--- config.mk ---
export PLATFORM = sky130hd
export DESIGN_NAME = pair_compute_engine
export DESIGN_NICKNAME = d
export VERILOG_FILES = /design/src/rtl/pair_compute_engine_pkg.sv /design/src/rtl/pair_compute_engine_alu.sv /design/src/rtl/pair_compute_engine.sv
export SDC_FILE = /design/constraint.sdc
export NUM_CORES = 1
export LEC_CHECK = 0
export ABC_AREA = 1
export BUFFER_PORTS_ARGS = -buffer_cell sky130_fd_sc_hd__clkbuf_2
export CORE_AREA = 2 2 166 168
export CTS_BUF_LIST = sky130_fd_sc_hd__clkbuf_16
export CTS_CLUSTER_SIZE = 12
export DETAILED_ROUTE_END_ITERATION = 10
export DIE_AREA = 0 0 168 170
export GPL_TIMING_DRIVEN = 0
export RECOVER_POWER = 25
export SKIP_LAST_GASP = 1
export SLEW_MARGIN = 20
export SYNTH_ARGS = -nofsm -noshare
export SYNTH_HDL_FRONTEND = slang
export SYNTH_HIERARCHICAL = 1
export SYNTH_SLANG_ARGS = --single-unit
--- constraint.sdc ---
create_clock -name clock -period 2.6 [get_ports clock]
set_clock_uncertainty 0.15 [all_clocks]
set_input_delay 0.52 -clock clock [delete_from_list [all_inputs] [get_ports clock]]
set_output_delay 0.52 -clock clock [all_outputs]
set_load 0.01 [all_outputs]
--- src/rtl/pair_compute_engine_pkg.sv ---
// Shared encodings for the pair compute engine: op modes and controller states.
package pair_compute_engine_pkg;

  typedef enum logic [1:0] {
    PCE_CMPSEL = 2'b00,
    PCE_ABSDIF = 2'b01,
    PCE_SUM    = 2'b10,
    PCE_MAX    = 2'b11
  } pce_mode_e;

  typedef enum logic [2:0] {
    ST_IDLE = 3'd0,
    ST_RD0  = 3'd1,
    ST_RD1  = 3'd2,
    ST_WR   = 3'd3,
    ST_DONE = 3'd4
  } pce_state_e;

endpackage

--- src/rtl/pair_compute_engine_alu.sv ---
// Combinational pair operator: result = f(a, b) truncated to W bits.
// carry is raised only by SUM when the true sum does not fit in W bits.
module pair_compute_engine_alu
  import pair_compute_engine_pkg::*;
#(
  parameter int W = 8
) (
  input  logic [W-1:0] a,
  input  logic [W-1:0] b,
  input  pce_mode_e    mode,
  output logic [W-1:0] result,
  output logic         carry
);

  logic [W:0] sum_full;

  always_comb begin
    sum_full = {1'b0, a} + {1'b0, b};
    result   = '0;
    carry    = 1'b0;
    unique case (mode)
      // legacy compare/select: equal operands take the add path
      PCE_CMPSEL: result = (a > b) ? (a - b) : sum_full[W-1:0];
      PCE_ABSDIF: result = (a >= b) ? (a - b) : (b - a);
      PCE_SUM: begin
        result = sum_full[W-1:0];
        carry  = sum_full[W];
      end
      PCE_MAX:    result = (a >= b) ? a : b;
      default:    result = '0;
    endcase
  end

endmodule

--- src/rtl/pair_compute_engine.sv ---
// Buffers DEPTH source words, then walks adjacent pairs through the pair operator
// and writes DEPTH/2 results into a result RAM with a registered read port.
module pair_compute_engine
  import pair_compute_engine_pkg::*;
#(
  parameter  int W     = 8,
  parameter  int DEPTH = 8,
  localparam int AW    = $clog2(DEPTH),
  localparam int RAW   = AW - 1
) (
  input  logic           clock,
  input  logic           Reset,
  input  logic           load_valid,
  input  logic [W-1:0]   load_data,
  output logic           load_ready,
  input  logic           start,
  input  logic [1:0]     mode,
  output logic           busy,
  output logic           done,
  output logic           ovf,
  input  logic [RAW-1:0] rd_addr,
  output logic [W-1:0]   rd_data
);

  pce_state_e     state_reg, state_next;
  logic [AW-1:0]  wr_ptr_reg;
  logic           full_reg;
  logic [RAW-1:0] idx_reg;
  pce_mode_e      mode_reg;
  logic           ovf_reg;
  logic [W-1:0]   rd_data_reg;
  logic [W-1:0]   a_reg, b_reg;

  logic [W-1:0] mem_a [DEPTH];
  logic [W-1:0] mem_r [DEPTH/2];

  logic         load_fire;
  logic         start_ok;
  logic         last_pair;
  logic [W-1:0] alu_result;
  logic         alu_carry;

  assign load_ready = (state_reg == ST_IDLE) && !full_reg;
  assign load_fire  = load_valid && load_ready;
  assign start_ok   = (state_reg == ST_IDLE) && full_reg && start;
  assign last_pair  = (idx_reg == RAW'(DEPTH/2 - 1));

  assign busy    = (state_reg == ST_RD0) || (state_reg == ST_RD1) || (state_reg == ST_WR);
  assign done    = (state_reg == ST_DONE);
  assign ovf     = ovf_reg;
  assign rd_data = rd_data_reg;

  pair_compute_engine_alu #(.W(W)) u_alu (
    .a      (a_reg),
    .b      (b_reg),
    .mode   (mode_reg),
    .result (alu_result),
    .carry  (alu_carry)
  );

  always_comb begin
    state_next = state_reg;
    unique case (state_reg)
      ST_IDLE: if (start_ok) state_next = ST_RD0;
      ST_RD0:  state_next = ST_RD1;
      ST_RD1:  state_next = ST_WR;
      ST_WR:   state_next = last_pair ? ST_DONE : ST_RD0;
      ST_DONE: state_next = ST_IDLE;
      default: state_next = ST_IDLE;
    endcase
  end

  always_ff @(posedge clock or negedge Reset) begin
    if (!Reset) begin
      state_reg   <= ST_IDLE;
      wr_ptr_reg  <= '0;
      full_reg    <= 1'b0;
      idx_reg     <= '0;
      mode_reg    <= PCE_CMPSEL;
      ovf_reg     <= 1'b0;
      rd_data_reg <= '0;
    end else begin
      state_reg   <= state_next;
      rd_data_reg <= mem_r[rd_addr];
      // DEPTH is a power of two, so the pointer wraps to 0 on the last beat
      if (load_fire) begin
        wr_ptr_reg <= wr_ptr_reg + AW'(1);
        if (wr_ptr_reg == AW'(DEPTH - 1)) full_reg <= 1'b1;
      end
      if (start_ok) begin
        mode_reg <= pce_mode_e'(mode);
        ovf_reg  <= 1'b0;
        idx_reg  <= '0;
      end
      if (state_reg == ST_WR) begin
        if (!last_pair) idx_reg <= idx_reg + RAW'(1);
        if (alu_carry) ovf_reg <= 1'b1;
      end
      if (state_reg == ST_DONE) full_reg <= 1'b0;
    end
  end

  // RAM ports and operand registers carry no reset so the arrays map onto block RAM
  always_ff @(posedge clock) begin
    if (load_fire) mem_a[wr_ptr_reg] <= load_data;
    if (state_reg == ST_RD0) a_reg <= mem_a[{idx_reg, 1'b0}];
    if (state_reg == ST_RD1) b_reg <= mem_a[{idx_reg, 1'b1}];
    if (state_reg == ST_WR) mem_r[idx_reg] <= alu_result;
  end

endmodule
After elaboration in Yosys (flattened, before gate mapping)
Memory sizes are Yosys's and may differ from the RTL's. A register that Yosys moved wholly into a read port is not among the register bits.
Cells that the tools add are included.

word-level totals
  output and inout bits = 12
  RAM bits = 96
  bits in registers = 12
  input bits = 16
  memories = 2
  word-level logic and storage cells = 59

memories
  name   words  bits a word  read ports  clocked after memory_dff  wr ports  line                       RTL
  mem_a  8      8            2           2                         1         pair_compute_engine.sv:34  logic [W-1:0] mem_a [DEPTH];
  mem_r  4      8            1           1                         1         pair_compute_engine.sv:35  logic [W-1:0] mem_r [DEPTH/2];

cells by class
  $lt $le $gt $ge = 2
  muxes and demuxes = 21
  equality and inequality tests = 10
  reduce and logical (&&, ||, !) cells = 13
  add/subtract/negate cells = 5

operator list
  operator                                              number
  one-hot mux 8 bit (4 select lines)                    1
  2-to-1 mux 8 bit                                      3
  subtractor 8 bit                                      2
  one-hot mux 3 bit (4 select lines)                    1
  2-to-1 mux 1 bit                                      11
  adder 8 x 8 -> 9 bit                                  1
  greater-or-equal comparator 8 bit                     1
  > comparator 8 bit                                    1
  equality test 2 bit (second input constant)           3
  equality test 3 x 2 -> 1 bit (second input constant)  2
  equality test 3 bit (second input constant)           2
  2-to-1 mux 2 bit                                      3
  2-to-1 mux 3 bit                                      2
  logical AND 1 bit                                     4
  nonzero test 2 bit                                    2
  adder 3 x 1 -> 3 bit (second input constant)          1
  equality test 3 x 1 -> 1 bit (second input constant)  1
  zero test 3 bit                                       1
  adder 2 x 1 -> 2 bit (second input constant)          1
  equality test 2 x 1 -> 1 bit (second input constant)  1
  zero test 1 bit                                       2
  zero test 2 bit                                       1
  logical OR 1 bit                                      2
  inequality test 2 bit (second input constant)         1
  AND reduction 2 bit                                   1

Logic depth before layout (Yosys ltp)
Gate-level depths: netlist (run 1).

  depth in word-level cells = 6
  mapped depth = 14
  depth with buffers taken out = 13

Modules after synthesis
The synthesis (run 1) kept the hierarchy.

by module, submodules not included
  module                   seq. area each (um2)  cells an instance  times used  area an instance (um2)
  pair_compute_engine      3863.7                342                1           4901.0
  pair_compute_engine_alu  0.0                   313                1           1672.9

Worst setup path before layout (run 1)
OpenSTA, ideal clock, no wires.

  kind = reg2reg
  start point = register a_reg[0], read port of mem_a
  end point = memory mem_r[0][0] (data pin)
  path buffers = 1
  setup time = 0.286 ns
  slack = 0.310 ns
  cell stages (with the launch flop) = 12
  period minus slack after synthesis = 2.290 ns
  data required time = 2.164 ns
  arrival time = 1.854 ns
  cell sequence = edfxtp_1 > inv_1 > ha_1 > inv_1 > fa_1 > nand2_1 > nand2_1 > nand3_4 > nand3_4 > buf_6 > o21ai_1 > o21ai_0

on the way
  cells in the longest elaborated chain, start to end = 3
  elaborated cells on any way between the ends = 9
  those cells by class = add/sub: 3; order compare: 2; mux: 4

RTL lines
  what                                      line                                                                                         RTL
  start, declared                           pair_compute_engine.sv:32                                                                    logic [W-1:0] a_reg, b_reg;
  subtractor 8 bit (tied with other cells)  pair_compute_engine_alu.sv:24                                                                PCE_ABSDIF: result = (a >= b) ? (a - b) : (b - a);
  2-to-1 mux 8 bit (on tied branches)       pair_compute_engine_alu.sv:24, pair_compute_engine_alu.sv:23, pair_compute_engine_alu.sv:29
  one-hot mux 8 bit (4 select lines) *      pair_compute_engine_alu.sv:21                                                                unique case (mode)
  via alu_result[0]                         pair_compute_engine.sv:40                                                                    logic [W-1:0] alu_result;
  end, declared                             pair_compute_engine.sv:35

Mark *: on every way through the listed nets, which the timed path passes. The rest lies on a longest branch.

Worst setup path after layout (run 1)
  start point = register a_reg[0], read port of mem_a
  end point = memory mem_r[1][3] (data pin)

Same word-level chain as after synthesis.

==> results of run 1 <==
-- what timing repair did --
item | CTS | global route
endpoints found under the setup margin | 48 | 53
gates resized for setup | 5 | 26
hold buffers | 1 | 0
buffers inserted | 5 | 10
endpoints found under the hold margin | 20 | 0
pin swaps | 3 | 15
-- cells by family after synthesis --
family / after synthesis / synth area share
fa+ha+maj: 32 / 0.0643
compound gates: 96 / 0.0803
flops: 132 / 0.588
xor+xnor: 5 / 0.00666
simple gates: 297 / 0.204
buf+inv: 93 / 0.0571
-- cell usage in the layout (no fill, tap or decap), types with 2 or more instances in the layout --
master      instances
clkbuf_2           18
fa_1                2
xor2_1              2
dfrtp_1            20
buf_2               5
inv_2               5
o21ai_1             3
ha_1               28
clkinv_1            2
clkbuf_4            2
inv_8               2
o21ai_0            55
nand2_8             2
nor2_2              7
nor2_1             72
inv_1              67
nand3_1            56
o22ai_1            24
clkinv_2            2
buf_4              14
nor3_2              2
xnor2_1             3
edfxtp_1          112
nand3_4             2
clkbuf_16          17
clkbuf_1           15
inv_6               7
or2_2               2
nand2_1           123
clkinvlp_4          3
nand4_1            12
buf_6               2
a21oi_1            11
nor2_4              3
nand2_2             6
nand2_4             3
nand3_2             3
-- critical path, cell delays in order (launching register included) --
cell      delay (ps)
edfxtp_1         420
inv_2            110
ha_4             140
inv_4             40
fa_2             410
nand2_2           80
nand2_2           70
nand3_4          130
nand3_4          150
buf_8            190
nand2_1           70
nand3_1           70
nand2_1           60
nand2_1          110
-- stage by stage --
step / hold WS [ps] / setup slack, ps
6_report: 187 / 110
5_1_grt: 211 / -29.4
4_1_cts: 181 / 20.8
3_5_place_dp: 345 / -133
3_3_place_gp: 323 / -92.8
2_1_floorplan: 74.4 / 310
-- cell type report --
type	instances	area [um^2]
fillers	2712	18700
multi-input cells	430	2420
plain buffers	17	104
flip-flops and latches	132	3860
clock inverters	15	141
repair buffers	42	255
well taps	341	427
clock buffers	17	425
inverters	75	289
-- path summary, 6_finish.rpt --
| path | startpoint | to | cells past startpoint | slack [ps] |
|---|---|---|---|---|
| max in group asynchronous | Reset | idx_reg[1] | 2 | 900 |
| worst max-delay path | a_reg[0] | mem_r[1][3] | 13 | 110 |
| worst min-delay path | mode[1] | mode_reg[1] | 3 | 190 |
| min in group asynchronous | Reset | wr_ptr_reg[1] | 2 | 710 |
| worst min register to register | ovf | ovf | 2 | 350 |
| worst max register to register | a_reg[0] | mem_r[1][3] | 13 | 110 |
-- metal layers --
| metal | GRT usage | routed length, um |
|---|---|---|
| met1 | 0.140 | 6940 |
| met3 | 0.0235 | 512 |
| met4 | 0.0306 | 159 |
| met2 | 0.179 | 7060 |
| met5 | 0 | 0 |
-- power by group --
group / total, mW / internal (mW) / switching (mW) / leakage [nW]
Sequential: 3.31 / 3.05 / 0.261 / 1.26
Clock: 2.31 / 1.34 / 0.968 / 0.273
Combinational: 5.30 / 1.87 / 3.43 / 1.63
==> impl_metrics.yaml, run 1 <==
status:
  status: "finished, final reports clean"
worst_hold_path:
  hold_path_class: "primary input to flop"
grt:
  grt_pass1_wl_mm: 23.9
  overflow: 0
  antenna_found_initial: 0
  grt_pass1_vias: 4503
  grt_max_degree: 21
  grt_util_all_layers: 0.107
placed_design:
  gp_congestion: 0.891
  dp.cells: 1023
  placed_area_um2: 7150
  io_buffers: 27
  dpl.hpwl_mm: 10.5
critical_path:
  crit_fanout: 10
  endpoint_kind: "flop"
  critical_path_class: "flop to flop"
  crit_required_ps: 2590
  start_kind: "flop"
  arrival_ps: 2480
sta:
  worst_pin_slew_ps: 1160
  timing.final.hold_violations: 0
  fin_crit_sh: 0.958
  fmax_mhz: 402
  slew_headroom: 0.225
  fin_setup_tns_ps: 0
  finalMaxSlewViolations: 0
  fin_crit_ps: 2490
  setup_viol: 0
finish:
  postLayoutCoreUtil: 0.297
  largest_reg_flops: 64
  finalNonFillerCells: 1069
  drive_above_1_share: 0.159
  top_register: "mem_a"
  reg_top3: "mem_a x64, mem_r x32"
  synthToLayoutAreaGrowth_pct: 20.6
  finalNetCount: 763
  final_area_um2: 7930
  antenna_cells: 0
clocking:
  clk_pin_slew_ps: 60
  insertion_delay_ps: 420
  cts-root-buf: "clkbuf_16"
  cts_tree: "done"
  clockBufferDepth: 2
  cts.sinks: 132
  numCtsBuffers: 17
  h-tree-depth: 4
logic_synthesis:
  syn_inst: 655
  yosysSeqAreaShare: 0.588
  yosysWarnings: 6
  synth_top_area_cell: "edfxtp_1"
  async_reset_ff_frac: 0.152
  synth_edf_count: 112
  syn_area_um2: 6570
  synth_top_area_frac: 0.512
  synth_cell_types: 34
  ys.flop_type: "edfxtp_1"
  netlist_top_cells_count: "nand2_1, edfxtp_1, nor2_1, inv_1, nand3_1"
  ys_ff_latch: 132
  synth_most_common_cell: "nand2_1"
  syn_nets: 703
  synth_area_leaders: "edfxtp_1, dfrtp_1, nand2_1"
  avgSynthCellArea_um2: 10.0
floorplan:
  die_height_um: 170
  die-area_um2: 28600
  ios: 28
  die_x_um: 168
  initial_core_util: 0.247
  core_area_um2: 26700
  num_rows: 60
pwr:
  peakVddDrop_v: 0.000563
  leakage_nw: 3.17
  power_mw: 10.9
  powerDensity_nw_per_um2: 1380
drt:
  dr.pass1.iters: 5
  drt_iter0_drc: 333
  wl_per_cell_um: 13.7
  vias_per_cell: 4.37
  drc: 0
  routed_wl_mm: 14.7
  antenna_left: 0
  via_count: 4675
run:
  drv_cap: 0
Power figures use the tool's default switching activity.
==> run 2: changes to the inputs <==
--- a/config.mk
+++ b/config.mk
@@ -7,11 +7,11 @@
 export LEC_CHECK = 0
 export ABC_AREA = 1
 export BUFFER_PORTS_ARGS = -buffer_cell sky130_fd_sc_hd__clkbuf_2
-export CORE_AREA = 2 2 166 168
+export CORE_AREA = 2 2 124 126
 export CTS_BUF_LIST = sky130_fd_sc_hd__clkbuf_16
 export CTS_CLUSTER_SIZE = 12
 export DETAILED_ROUTE_END_ITERATION = 10
-export DIE_AREA = 0 0 168 170
+export DIE_AREA = 0 0 126 128
 export GPL_TIMING_DRIVEN = 0
 export RECOVER_POWER = 25
 export SKIP_LAST_GASP = 1
==> impl_metrics.yaml, run 2 (synthesis gave the netlist of run 1 again) <==
critical_path:
  crit_fanout: 8
  crit_required_ps: 2570
  arrival_ps: 2500
  endpoint_kind: "flop"
  critical_path_class: "flop to flop"
  start_kind: "flop"
finish:
  synthToLayoutAreaGrowth_pct: 18.6
  drive_above_1_share: 0.173
  finalNetCount: 777
  antenna_cells: 0
  reg_top3: "mem_a x64, mem_r x32"
  postLayoutCoreUtil: 0.524
  mostFrequentLayoutCells: "nand2_1, edfxtp_1, nor2_1"
  top_register: "mem_a"
  largest_reg_flops: 64
  finalNonFillerCells: 930
  fillers: 1354
  final_common_cell: "nand2_1"
  final_area_um2: 7800
clocking:
  cts_tree: "done"
  h-tree-depth: 4
  clockBufferDepth: 2
  cts.sinks: 132
  cts-root-buf: "clkbuf_16"
  numCtsBuffers: 17
  clk_pin_slew_ps: 50
  insertion_delay_ps: 420
pwr:
  peakVddDrop_v: 0.000774
  power_mw: 11.0
  leakage_nw: 3.24
  powerDensity_nw_per_um2: 1420
floorplan:
  initial_core_util: 0.442
  die-area_um2: 16100
  die_height_um: 128
  num_rows: 45
  core_area_um2: 14900
  die_x_um: 126
  ios: 28
drt:
  antenna_left: 0
  vias_per_cell: 5.22
  dr.pass1.iters: 5
  wl_per_cell_um: 16.2
  via_count: 4856
  drt_iter0_drc: 355
  drc: 0
  routed_wl_mm: 15.0
sta:
  fin_crit_ps: 2540
  setup_viol: 0
  fin_crit_sh: 0.976
  slew_headroom: 0.453
  worst_pin_slew_ps: 817
  fmax_mhz: 394
  finalMaxSlewViolations: 0
  timing.final.hold_violations: 0
placed_design:
  gp_congestion: 0.905
  dp.cells: 870
  io_buffers: 27
  placed_area_um2: 6950
  dpl.hpwl_mm: 10.6
grt:
  grt_pass1_wl_mm: 23.6
  overflow: 0
  grt_pass1_vias: 4625
  antenna_found_initial: 0
  grt_max_degree: 21
  grt_util_all_layers: 0.189
status:
  status: "finished, final reports clean"
run:
  drv_cap: 0
worst_hold_path:
  hold_path_class: "primary input to flop"
-- run 2: through the flow --
step / hold slack, ps / setup TNS (ps) / setup WS, ps
floorplan: 74.4 / 0 / 310
global placement: 331 / -2620 / -120
detailed placement: 348 / -3420 / -123
CTS: 188 / 0 / 0.892
global route: 229 / -99.1 / -13.4
finish: 197 / 0 / 63.1
-- run 2: area by class of cell --
type,instances,area [um^2],area share
Sequential cell,132,3860,0.496
Multi-Input combinational cell,430,2400,0.308
Clock buffer,17,425,0.0546
Timing Repair Buffer,55,338,0.0433
Inverter,75,289,0.0371
Tap cell,188,235,0.0302
Clock inverter,15,144,0.0185
Buffer,18,101,0.0130
-- run 2: where the power goes --
part	internal, mW	switching (mW)	leakage (nW)
combinational	1.91	3.55	1.71
sequential	3.05	0.260	1.26
clock	1.40	0.870	0.273
-- run 2: worst max-delay path, cell delays in order, from the launching register on --
cell and delay [ps]:
edfxtp_1 420, inv_2 100, ha_4 140, inv_4 40, fa_2 400, nand2_2 90, nand2_4 70, nand3_4 130
nand3_4 170, inv_6 140, buf_4 110, nand2_1 50, nand3_1 60, nand4_1 150
-- run 2: path summary, 6_finish.rpt --
check	start	to	slack, ps	cells past startpoint
max	a_reg[0]	mem_r[3][2]	60	13
min	mode[0]	mode_reg[0]	200	3
max reg2reg	a_reg[0]	mem_r[3][2]	60	13
min reg2reg	ovf	ovf	360	2
max in group asynchronous	Reset	mode_reg[1]	1450	2
min in group asynchronous	Reset	rd_data[3]	470	2
-- run 2: metal layers --
layer / track usage / wire, um / vias up
met5: 0 / 0 / -
met4: 0.0685 / 282 / 0
met3: 0.0392 / 589 / 24
met2: 0.333 / 7740 / 129
met1: 0.232 / 6410 / 2314
li1: - / - / 2389
-- run 2: repair_timing --
item	4_1_cts	5_1_grt
endpoints found under the setup margin	48	32
pin swaps	1	8
endpoints found under the hold margin	20	0
hold buffers	1	0
gates cloned	0	0
buffers inserted	6	21
gates resized for setup	6	21
==> run 3: changes to the inputs <==
--- a/config.mk
+++ b/config.mk
@@ -7,11 +7,11 @@
 export LEC_CHECK = 0
 export ABC_AREA = 1
 export BUFFER_PORTS_ARGS = -buffer_cell sky130_fd_sc_hd__clkbuf_2
-export CORE_AREA = 2 2 124 126
+export CORE_AREA = 8 8 129 131
 export CTS_BUF_LIST = sky130_fd_sc_hd__clkbuf_16
 export CTS_CLUSTER_SIZE = 12
 export DETAILED_ROUTE_END_ITERATION = 10
-export DIE_AREA = 0 0 126 128
+export DIE_AREA = 0 0 137 139
 export GPL_TIMING_DRIVEN = 0
 export RECOVER_POWER = 25
 export SKIP_LAST_GASP = 1
==> impl_metrics.yaml, run 3 (synthesis gave the netlist of run 1 again) <==
sta:
  setup_viol: 0
  slew_headroom: 0.224
  rsz0062_at_grt: "yes"
  fin_ws_ps: 68.0
  fin_setup_tns_ps: 0
  finalMaxSlewViolations: 0
  fin_crit_ps: 2530
  timing.final.hold_violations: 0
  fmax_mhz: 395
  worst_pin_slew_ps: 1160
  fin_crit_sh: 0.974
finish:
  synthToLayoutAreaGrowth_pct: 19.2
  reg_top3: "mem_a x64, mem_r x32"
  final_area_um2: 7830
  finalNetCount: 775
  antenna_cells: 0
  drive_above_1_share: 0.173
  fillers: 1305
  final_common_cell: "nand2_1"
  top_register: "mem_a"
  largest_reg_flops: 64
  mostFrequentLayoutCells: "nand2_1, edfxtp_1, nor2_1"
drt:
  wl_per_cell_um: 16.2
  via_count: 4847
  dr.pass1.iters: 5
  antenna_left: 0
  drt_iter0_drc: 294
  drc: 0
  routed_wl_mm: 15.0
  vias_per_cell: 5.22
grt:
  antenna_found_initial: 0
  grt_pass1_vias: 4835
  grt_max_degree: 21
  grt_pass1_wl_mm: 24.0
  overflow: 0
  grt_util_all_layers: 0.163
placed_design:
  gp_congestion: 0.887
  placed_area_um2: 6950
  dpl.hpwl_mm: 10.8
  io_buffers: 27
  pre_cts_ws_ps: -231
clocking:
  clk_pin_slew_ps: 60
  insertion_delay_ps: 410
  cts-root-buf: "clkbuf_16"
  h-tree-depth: 4
  numCtsBuffers: 17
  clockBufferDepth: 2
  cts.sinks: 132
  cts_tree: "done"
floorplan:
  die_height_um: 139
  die-area_um2: 19000
  ios: 28
  num_rows: 45
  core_area_um2: 14800
  die_x_um: 137
  initial_core_util: 0.446
critical_path:
  max_stage_delay_ps: 420
  crit_required_ps: 2530
  r2r-start: "b_reg[6]"
  cp_slowest_cell: "edfxtp_1"
  critical_path_class: "flop to flop"
  cp.depth: 10
  start_kind: "flop"
  cp_cell_sequence: "ha_1 -> clkbuf_4 -> nand2_4 -> nor2_4 -> nand3_4 -> nand3_4 -> buf_8 -> nand2_1 -> nand3_2 -> nand4_1"
  r2r-end: "mem_r[0][4]"
  ff2ff_setup_slack_ps: 70
  arrival_ps: 2460
  reg2regPathDepth: 10
  crit_fanout: 10
  worst-path-buf-inv: 2
  endpoint_kind: "flop"
  crit_top_cell: "nand3_4"
  critPathTopFamily: "simple AND/OR/NAND/NOR gates"
run:
  drv_cap: 0
status:
  status: "finished, final reports clean"
worst_hold_path:
  whs_path_depth: 3
  hold_path_class: "primary input to flop"
  min-delay-start: "mode[0]"
  min_to: "mode_reg[0]"
pwr:
  power_mw: 11.2
  leakage_nw: 3.27
  peakVddDrop_v: 0.000707
  powerDensity_nw_per_um2: 1430
==> run 3: timing repair <==
action,in CTS,in global routing
setup buffers,8,18
resized for setup,5,18
pin swaps,2,7
endpoints found under the hold margin,20,0
hold buffers,1,0
setup endpoints to repair,48,41
==> run 3: layout make-up <==
cell class | count | area [um^2] | share of cell area
well taps | 188 | 235 | 0.0300
repair buffers | 54 | 329 | 0.0420
clock buffers | 17 | 425 | 0.0543
inverters | 75 | 289 | 0.0369
clock inverters | 15 | 205 | 0.0262
multi-input cells | 430 | 2390 | 0.305
plain buffers | 17 | 97.6 | 0.0125
flip-flops and latches | 132 | 3860 | 0.493
==> run 3: through the flow <==
step	cells	utilization	hold WS [ps]
2_1_floorplan	655	-	74.4
3_3_place_gp	870	0.471	331
3_5_place_dp	870	0.471	342
4_1_cts	911	0.520	186
5_1_grt	928	0.531	219
6_report	928	0.531	205
==> run 3: report_power, final <==
part,internal [mW],total (mW),leakage (nW),switching (mW)
Clock,1.61,2.52,0.308,0.905
Sequential,3.05,3.29,1.26,0.243
Combinational,1.87,5.40,1.70,3.53
Total,6.53,11.2,3.27,4.68
==> run 3: how the worst max path moves through the flow <==
stage / from / end / slack, ps
after floorplan: a_reg[0] / mem_r[0][0] / 310
after global placement: a_reg[0] / mem_r[0][4] / -180
after detailed placement: a_reg[0] / mem_r[1][4] / -230
after CTS: a_reg[0] / mem_r[0][4] / 3
after global routing: b_reg[7] / mem_r[0][4] / -30
final: b_reg[6] / mem_r[0][4] / 70
==> run 3: worst reg2reg max path, stage by stage, from the launching register on <==
cell	delay [ps]
edfxtp_1	420
ha_1	300
clkbuf_4	210
nand2_4	80
nor2_4	170
nand3_4	130
nand3_4	180
buf_8	170
nand2_1	70
nand3_2	80
nand4_1	240
==> run 3: metal layers <==
layer,global-route usage,vias to the layer above,wire length (um)
met4,0.0744,0,335
met1,0.197,2335,6490
met5,0,-,0
li1,-,2377,-
met2,0.270,106,7700
met3,0.0355,29,515
